--- src/rtl/tiger_leap_config_master.sv ---
// Avalon-MM master that programs the LEAP profiler through leapSlave, then polls
// execution status and streams every counter value out on the result port.
module tiger_leap_config_master #(
  parameter int unsigned                 N2        = 8,
  parameter int unsigned                 TAB_WORDS = 4,
  parameter int unsigned                 NUM_CNT   = 16,
  parameter int unsigned                 POLL_GAP  = 16,
  parameter logic [31:0]                 V1        = 32'h447499e7,
  parameter logic [31:0]                 A1A2B1B2  = 32'h051c080f,
  parameter logic [32*TAB_WORDS-1:0]     TAB       = 128'h0001000007090b0c0004050e00080d0d,
  parameter logic [31:0]                 CNT_INC   = 32'h1,
  parameter logic [31:0]                 DO_HIER   = 32'h0,
  parameter logic [31:0]                 INIT_PC   = 32'h0
) (
  input  logic          clk,
  input  logic          reset_n,
  input  logic          start,
  input  logic          abort,
  output logic [N2-1:0] avm_address,
  output logic          avm_read,
  output logic          avm_write,
  output logic [31:0]   avm_writedata,
  input  logic [31:0]   avm_readdata,
  input  logic          avm_waitrequest,
  output logic          busy,
  output logic          done,
  output logic          res_valid,
  output logic [7:0]    res_index,
  output logic [31:0]   res_data
);

  typedef enum logic [3:0] {
    S_IDLE,
    S_SRST_ON,
    S_WR_V1,
    S_WR_AB,
    S_WR_TAB,
    S_WR_INC,
    S_WR_HIER,
    S_WR_PC,
    S_SRST_OFF,
    S_POLL_WAIT,
    S_POLL,
    S_READ_CNT,
    S_FIN
  } state_e;

  localparam logic [31:0] STAT_NOT_STARTED = 32'hFFFF_FFFE;
  localparam logic [31:0] STAT_RUNNING     = 32'hFFFF_FFFF;

  state_e      state_q, state_d;
  logic [7:0]  k_q, k_d;
  logic [7:0]  i_q, i_d;
  logic [15:0] gap_q, gap_d;
  logic        res_valid_q, res_valid_d;
  logic [7:0]  res_index_q, res_index_d;
  logic [31:0] res_data_q, res_data_d;
  logic        done_q, done_d;
  logic        xfer_done;

  function automatic logic [31:0] tab_word(input logic [7:0] k);
    logic [31:0] word;
    word = '0;
    for (int unsigned w = 0; w < TAB_WORDS; w++) begin
      if (k == w[7:0]) word = TAB[32*w +: 32];
    end
    return word;
  endfunction

  // Bus outputs decode straight from the state, so they hold while stalled and
  // fall to zero the cycle after an abort or immediately on reset.
  always_comb begin
    avm_read      = 1'b0;
    avm_write     = 1'b0;
    avm_address   = '0;
    avm_writedata = '0;
    unique case (state_q)
      S_SRST_ON: begin
        avm_write = 1'b1; avm_address = N2'(8'hC0); avm_writedata = 32'h1;
      end
      S_WR_V1: begin
        avm_write = 1'b1; avm_address = N2'(8'h00); avm_writedata = V1;
      end
      S_WR_AB: begin
        avm_write = 1'b1; avm_address = N2'(8'h01); avm_writedata = A1A2B1B2;
      end
      S_WR_TAB: begin
        avm_write = 1'b1; avm_address = N2'(8'h40 + k_q); avm_writedata = tab_word(k_q);
      end
      S_WR_INC: begin
        avm_write = 1'b1; avm_address = N2'(8'h80); avm_writedata = CNT_INC;
      end
      S_WR_HIER: begin
        avm_write = 1'b1; avm_address = N2'(8'h81); avm_writedata = DO_HIER;
      end
      S_WR_PC: begin
        avm_write = 1'b1; avm_address = N2'(8'h82); avm_writedata = INIT_PC;
      end
      S_SRST_OFF: begin
        avm_write = 1'b1; avm_address = N2'(8'hC0); avm_writedata = 32'h0;
      end
      S_POLL: begin
        avm_read = 1'b1; avm_address = N2'(8'h00);
      end
      S_READ_CNT: begin
        avm_read = 1'b1; avm_address = N2'(i_q);
      end
      default: ;
    endcase
  end

  assign xfer_done = (avm_read | avm_write) & ~avm_waitrequest;

  always_comb begin
    state_d     = state_q;
    k_d         = k_q;
    i_d         = i_q;
    gap_d       = gap_q;
    res_valid_d = 1'b0;
    res_index_d = res_index_q;
    res_data_d  = res_data_q;
    done_d      = 1'b0;
    if (abort) begin
      state_d = S_IDLE;
      k_d     = '0;
      i_d     = '0;
      gap_d   = '0;
    end else begin
      unique case (state_q)
        S_IDLE:     if (start) state_d = S_SRST_ON;
        S_SRST_ON:  if (xfer_done) state_d = S_WR_V1;
        S_WR_V1:    if (xfer_done) state_d = S_WR_AB;
        S_WR_AB:    if (xfer_done) state_d = S_WR_TAB;
        S_WR_TAB: begin
          if (xfer_done) begin
            if (k_q == 8'(TAB_WORDS - 1)) begin
              k_d     = '0;
              state_d = S_WR_INC;
            end else begin
              k_d = k_q + 8'd1;
            end
          end
        end
        S_WR_INC:   if (xfer_done) state_d = S_WR_HIER;
        S_WR_HIER:  if (xfer_done) state_d = S_WR_PC;
        S_WR_PC:    if (xfer_done) state_d = S_SRST_OFF;
        S_SRST_OFF: begin
          if (xfer_done) begin
            gap_d   = '0;
            state_d = S_POLL_WAIT;
          end
        end
        S_POLL_WAIT: begin
          if (gap_q == 16'(POLL_GAP - 1)) begin
            gap_d   = '0;
            state_d = S_POLL;
          end else begin
            gap_d = gap_q + 16'd1;
          end
        end
        S_POLL: begin
          if (xfer_done) begin
            if (avm_readdata == STAT_NOT_STARTED || avm_readdata == STAT_RUNNING) begin
              state_d = S_POLL_WAIT;
            end else begin
              i_d     = '0;
              state_d = S_READ_CNT;
            end
          end
        end
        S_READ_CNT: begin
          if (xfer_done) begin
            res_valid_d = 1'b1;
            res_index_d = i_q;
            res_data_d  = avm_readdata;
            if (i_q == 8'(NUM_CNT - 1)) begin
              i_d     = '0;
              state_d = S_FIN;
            end else begin
              i_d = i_q + 8'd1;
            end
          end
        end
        S_FIN: begin
          done_d  = 1'b1;
          state_d = S_IDLE;
        end
        default: state_d = S_IDLE;
      endcase
    end
  end

  always_ff @(posedge clk or negedge reset_n) begin
    if (!reset_n) begin
      state_q     <= S_IDLE;
      k_q         <= '0;
      i_q         <= '0;
      gap_q       <= '0;
      res_valid_q <= 1'b0;
      res_index_q <= '0;
      res_data_q  <= '0;
      done_q      <= 1'b0;
    end else begin
      state_q     <= state_d;
      k_q         <= k_d;
      i_q         <= i_d;
      gap_q       <= gap_d;
      res_valid_q <= res_valid_d;
      res_index_q <= res_index_d;
      res_data_q  <= res_data_d;
      done_q      <= done_d;
    end
  end

  assign busy      = (state_q != S_IDLE);
  assign done      = done_q;
  assign res_valid = res_valid_q;
  assign res_index = res_index_q;
  assign res_data  = res_data_q;

endmodule

--- config.mk ---
export PLATFORM = sky130hd
export DESIGN_NAME = tiger_leap_config_master
export DESIGN_NICKNAME = d
export VERILOG_FILES = /design/src/rtl/tiger_leap_config_master.sv
export SDC_FILE = /design/constraint.sdc
export NUM_CORES = 1
export LEC_CHECK = 0
export ABC_AREA = 1
export ABC_CLOCK_PERIOD_IN_PS = 1900
export BUFFER_PORTS_ARGS = -buffer_cell sky130_fd_sc_hd__buf_2
export CORE_ASPECT_RATIO = 0.75
export CORE_MARGIN = 3
export CORE_UTILIZATION = 53
export DETAILED_ROUTE_END_ITERATION = 8
export PLACE_DENSITY = 0.81
export SYNTH_ARGS = -nofsm -noshare
export SYNTH_HDL_FRONTEND = slang
export SYNTH_SLANG_ARGS = --single-unit
--- constraint.sdc ---
create_clock -name clk -period 1.9 [get_ports clk]
set_input_delay 0.095 -clock clk [delete_from_list [all_inputs] [get_ports clk]]
set_output_delay 0.095 -clock clk [all_outputs]
set_load 0.01 [all_outputs]
==> results.yml, run 1 <==
timing:
  tns_ps: -13.54
  rsz0062_at_grt: "true"
  hold_viol: 0
  period_share_pct: 100.7
  fin_skew_ps: 10.94
  setup_viol: 1
  worst_slack_ps: -13.54
  slew_viol_final: 0
  period_needed_ps: 1914
  max_freq_mhz: 522.6
critical_path:
  critical_path_depth: 8
  path_class: "reg -> out"
  cp_slowest_cell: "dfrtp_1"
  critical_path_arrival_ps: 1820
  critPathRequiredTime_ps: 1800
  path_buf_inv: 3
  crit_chain: "buf_4 > inv_2 > ha_4 > nand2_1 > nor3_4 > nand2_2 > o211ai_1 > buf_2"
  start_kind: "register"
  end_kind: "output pin"
  worst_path_largest_cell_delay_ps: 390
  reg2reg_depth: 8
  crit_family: "buffers and inverters"
  cp_max_fo: 4
synth:
  synth_edf_count: 0
  yosys-top-cells-area: "dfrtp_1 44%, nand2_1 20%, nor2_1 5.5%"
  synthTopCellsByCount: "232 x nand2_1, 78 x dfrtp_1, 66 x nor2_1"
  synth_most_common_cell: "nand2_1"
  synthFlopType: "dfrtp_1"
  synth_top_area_share_pct: 43.71
  syn_avg_cell_area_sq_um: 7.122
  synth_cell_types: 31
  synth_seq_cells: 78
  synth_cells: 627
  ys_warn_count: 0
  synthArstFlopShare_pct: 100.0
  netlist_area_sq_um: 4466
  yosysSeqAreaShare_pct: 43.71
  netlist.top_cell.by_area: "dfrtp_1"
floorplanning:
  dieArea_sq_um: 9575
  die_w_microns: 112.0
  core_sq_um: 8023
  ioPinCount: 122
  initial_utilization_pct: 55.66
  core.rowCount: 28
  die_h_microns: 85.50
grt:
  grt_pass1_wl_microns: 21700
  grt_pass1_vias: 4647
  gr-usage-all-layers_pct: 27.90
  grt_overflow_total: 0
  grt_max_degree: 49
  antenna_found_initial: 0
cts:
  clockRootBuffer: "clkbuf_8"
  cts.sink_count: 78
  tritoncts: "built"
  cts.reportedPaths.clkPinSlew_ps: 80
  clk_latency_ps: 350
  numCtsBuffers: 9
  htree_levels: 3
  clockBufferDepth: 2
outcome:
  violations: "setup timing"
  outcome: "finished with violations"
final_layout:
  layout.cells.non_filler: 895
  multiInputGateArea_sq_um: 2241
  antenna_cells: 0
  nFillCells: 592
  final-seq-area_sq_um: 1957
  drive_gt1_share_pct: 26.71
  area_growth_pct: 31.52
  nets: 830
power:
  switching_share_pct: 36.28
  peakVddDrop_v: 0.0006098
  pwr-share-seq_pct: 39.0
  p_comb_share_pct: 36.5
  p_leak_uw: 0.003222
  clockPowerShare_pct: 24.5
  p_int_uw: 2936
  p_sw_uw: 1672
  power_density_nw_per_um2: 784.6
routing:
  antenna_left: 0
  route.detailed.drc: 0
  via_count: 4872
  drt-pass1-iter-count: 7
  vias_per_cell: 5.444
  routedWlPerCell_microns: 14.95
  drt-initial-drc-count: 468
  finalWirelength_microns: 13380
placement:
  dp.cells: 828
  dp_slack_ps: 119.0
  portBuffers: 112
  globalplace.congestion: 0.9794
  dp_hpwl_microns: 8877
worst_hold_path:
  whs_path_depth: 3
  holdCritPathClass: "in -> reg"
run:
  cap_violations: 0
-- worst reg2reg max path: stages (launching register included) --
cell and delay (ps):
dfrtp_2 380, buf_4 130, buf_4 130, nand2_1 120
nor3_1 270, nand2_1 200, nand2_1 200, inv_1 110
nor3_1 190
-- registers in the layout, summed over array words and instances, names as in the netlist --
register   count
done           1
gap_q         16
i_q            8
k_q            8
res_data      32
res_index      8
res_valid      1
state_q        4
-- area by class of cell --
class	count	area share, %
multi-input combinational	463	38.16
sequential	78	33.32
timing repair buffer	173	19.24
inverter	61	4.069
clock buffer	12	2.642
tap	105	2.237
clock inverter	3	0.3409
-- power groups by stage --
stage / registers, uW / logic (uW) / clock network [uW]
after global routing: 1800 / 1840 / 1220
after detailed placement: 1850 / 1300 / 0
after floorplan: 1840 / 880 / 0
final: 1800 / 1680 / 1130
after CTS: 1790 / 1540 / 1150
after global placement: 1850 / 1290 / 0
-- cell usage in the layout, fill, tap and decap left out, types with 16 or more instances in the layout --
cell type        n
inv_1           42
dlygate4sd3_1   32
o21ai_0         23
nor2_1          61
nor3_1          17
a21oi_1         16
dfrtp_1         74
buf_4           27
nand2_1        227
buf_2          111
nand3_1         43
-- metal layers --
metal	up-vias	track usage, %	part of all wire, %
li1	2282	-	-
met5	-	0	0
met1	2266	35.33	41
met2	261	45.81	48
met3	63	5.924	7.3
met4	0	14.19	4.7
-- cell families (layout without fill, tap and decap cells) --
| family | count (synthesis) | in the layout | share of synthesized area, % |
|---|---|---|---|
| other | 1 | 9 | 0.08398 |
| flip-flops | 78 | 78 | 43.71 |
| XOR/XNOR | 4 | 4 | 0.7845 |
| AND/OR/NAND/NOR | 389 | 389 | 36.65 |
| buffers and inverters | 94 | 249 | 9.919 |
| adder cells (fa/ha/maj) | 7 | 7 | 1.961 |
| AO/OA/AOI/OAI | 54 | 54 | 6.893 |
-- what timing repair did --
item,in CTS,in global routing
pin swaps,7,11
setup buffers,14,6
hold buffers,32,0
gates resized for setup,25,29
endpoints found under the hold margin,61,0
setup endpoints to repair,22,51
-- metrics by stage --
stage / util [%] / area [sq um] / power (uW) / hold WS, ps
6_report: 73.21 / 5873 / 4608 / 28.97
5_1_grt: 73.21 / 5873 / 4873 / 28.13
4_1_cts: 71.40 / 5728 / 4487 / 14.89
3_5_place_dp: 63.18 / 5069 / 3149 / 62.30
3_3_place_gp: 63.18 / 5069 / 3142 / 59.95
2_1_floorplan: - / 4496 / 2725 / -200.6
-- final timing paths --
path	from	endpoint	slack, ps
max	k_q[1]	avm_writedata[0]	-10
min	avm_readdata[31]	res_data[31]	30
max reg2reg	state_q[0]	gap_q[4]	80
min reg2reg	res_data[19]	res_data[19]	470
max in group asynchronous	reset_n	k_q[6]	1060
min in group asynchronous	reset_n	res_data[22]	220
Power figures use the tool's default switching activity.
==> run 2: changes to the inputs <==
Settings changed: ABC_CLOCK_PERIOD_IN_PS 1900 to 2300, CORE_MARGIN 3 to not set, CORE_UTILIZATION 53 to 59, CTS_BUF_LIST set to sky130_fd_sc_hd__clkbuf_8, PLACE_DENSITY 0.81 to 0.88.
Clock period 1.9 ns to 2.3 ns, I/O delays scaled along.
==> results.yml, run 2 (synthesis results as in run 1) <==
outcome:
  outcome: "finished clean"
routing:
  finalWirelength_microns: 12450
  vias_per_cell: 5.493
  drt-pass1-iter-count: 6
  routedWlPerCell_microns: 14.36
  route.detailed.drc: 0
  via_count: 4762
  drt-initial-drc-count: 475
  antenna_left: 0
cts:
  clockRootBuffer: "clkbuf_8"
  htree_levels: 3
  clockBufferDepth: 2
  cts.reportedPaths.clkPinSlew_ps: 90
  clk_latency_ps: 360
  numCtsBuffers: 9
  tritoncts: "built"
  cts.sink_count: 78
floorplanning:
  dieArea_sq_um: 7924
  die_w_microns: 102.5
  core.rowCount: 27
  die_h_microns: 77.34
  core_sq_um: 7331
  initial_utilization_pct: 60.91
  ioPinCount: 122
timing:
  worst_pin_slew_ps: 737.4
  max_freq_mhz: 470.0
  worst_slack_ps: 172.4
  hold_viol: 0
  rsz0062_at_grt: "true"
  period_share_pct: 92.50
  fin_skew_ps: 13.21
  slew_viol_final: 0
  period_needed_ps: 2128
  tns_ps: 0
  slew_headroom_pct: 50.77
  setup_viol: 0
final_layout:
  layout.cells.non_filler: 867
  final-seq-area_sq_um: 1953
  area_growth_pct: 24.12
  antenna_cells: 0
  nets: 805
  final_common_cell: "nand2_1"
  multiInputGateArea_sq_um: 2101
  drive_gt1_share_pct: 20.10
  fin_util_pct: 75.61
  nFillCells: 541
  largest_register_ffs: 32
  final_cell_mix: "232 x nand2_1, 111 x buf_2, 77 x dfrtp_1, 66 x nor2_1, 53 x inv_1"
grt:
  antenna_found_initial: 0
  grt_max_degree: 49
  grt_pass1_wl_microns: 20770
  grt_overflow_total: 0
  grt_pass1_vias: 4456
  gr-usage-all-layers_pct: 33.80
worst_hold_path:
  holdCritPathClass: "in -> reg"
run:
  cap_violations: 0
power:
  peakVddDrop_v: 0.0004896
  p_leak_uw: 0.003073
  power_density_nw_per_um2: 669.0
placement:
  dp_slack_ps: 464.1
  dp_hpwl_microns: 8370
  dp.cells: 818
  portBuffers: 112
  globalplace.congestion: 0.9655
critical_path:
  cp_max_fo: 4
  start_kind: "register"
  critical_path_arrival_ps: 2010
  critPathRequiredTime_ps: 2180
  end_kind: "output pin"
  path_class: "reg -> out"
-- run 2: final cells by class --
class | instances | area share, %
clock inverters | 6 | 1.264
well taps | 101 | 2.280
multi-input cells | 463 | 37.90
flip-flops and latches | 78 | 35.24
repair buffers | 148 | 16.70
clock buffers | 10 | 2.483
inverters | 61 | 4.131
-- run 2: metrics by stage --
stage	cell area, sq um	total power, uW	hold slack (ps)
final	5543	3708	117.0
after global routing	5543	3912	115.4
after CTS	5534	3686	43.26
after detailed placement	5006	2583	102.5
after global placement	5006	2562	95.94
after floorplan	4496	2251	-180.6
-- run 2: routing by layer --
metal	up-vias	part of all wire (%)	track usage, %
met1	2222	42	44.70
met3	47	6.8	6.757
li1	2231	-	-
met5	-	0	0
met4	0	3.5	15.29
met2	262	48	53.47
-- run 2: worst paths after layout --
check                                       from                 to  slack (ps)  cells after the start
min in group asynchronous                reset_n       res_data[22]         250                      2
worst min register to register       res_data[3]        res_data[3]         480                      2
worst max-delay path                      k_q[6]  avm_writedata[10]         170                     10
worst max register to register        state_q[3]       res_data[31]         370                      7
max in group asynchronous                reset_n        res_data[4]        1450                      3
worst min-delay path            avm_readdata[31]       res_data[31]         120                      3
-- run 2: what timing repair did --
action / in CTS / in global routing
hold endpoints to repair: 66 / 0
setup buffers: 0 / 1
hold buffers: 32 / 0
gates resized for setup: 0 / 2
endpoints found under the setup margin: 0 / 13
-- run 2: report_power, final --
part | internal (uW) | switching, uW | total, uW | leakage [uW]
registers | 1440 | 73.2 | 1510 | 0.00106
clock network | 538 | 543 | 1080 | 0.000100
logic | 410 | 706 | 1120 | 0.00191
total | 2390 | 1320 | 3710 | 0.00307
-- run 2: worst max-delay path, cell delays in order (launching register included) --
cell and delay (ps):
dfrtp_1 360, inv_1 60, ha_1 200, nand3_1 110, inv_1 90, nand2_1 140
inv_1 90, nor2_4 120, o2111ai_1 190, nor2_1 150, buf_2 150
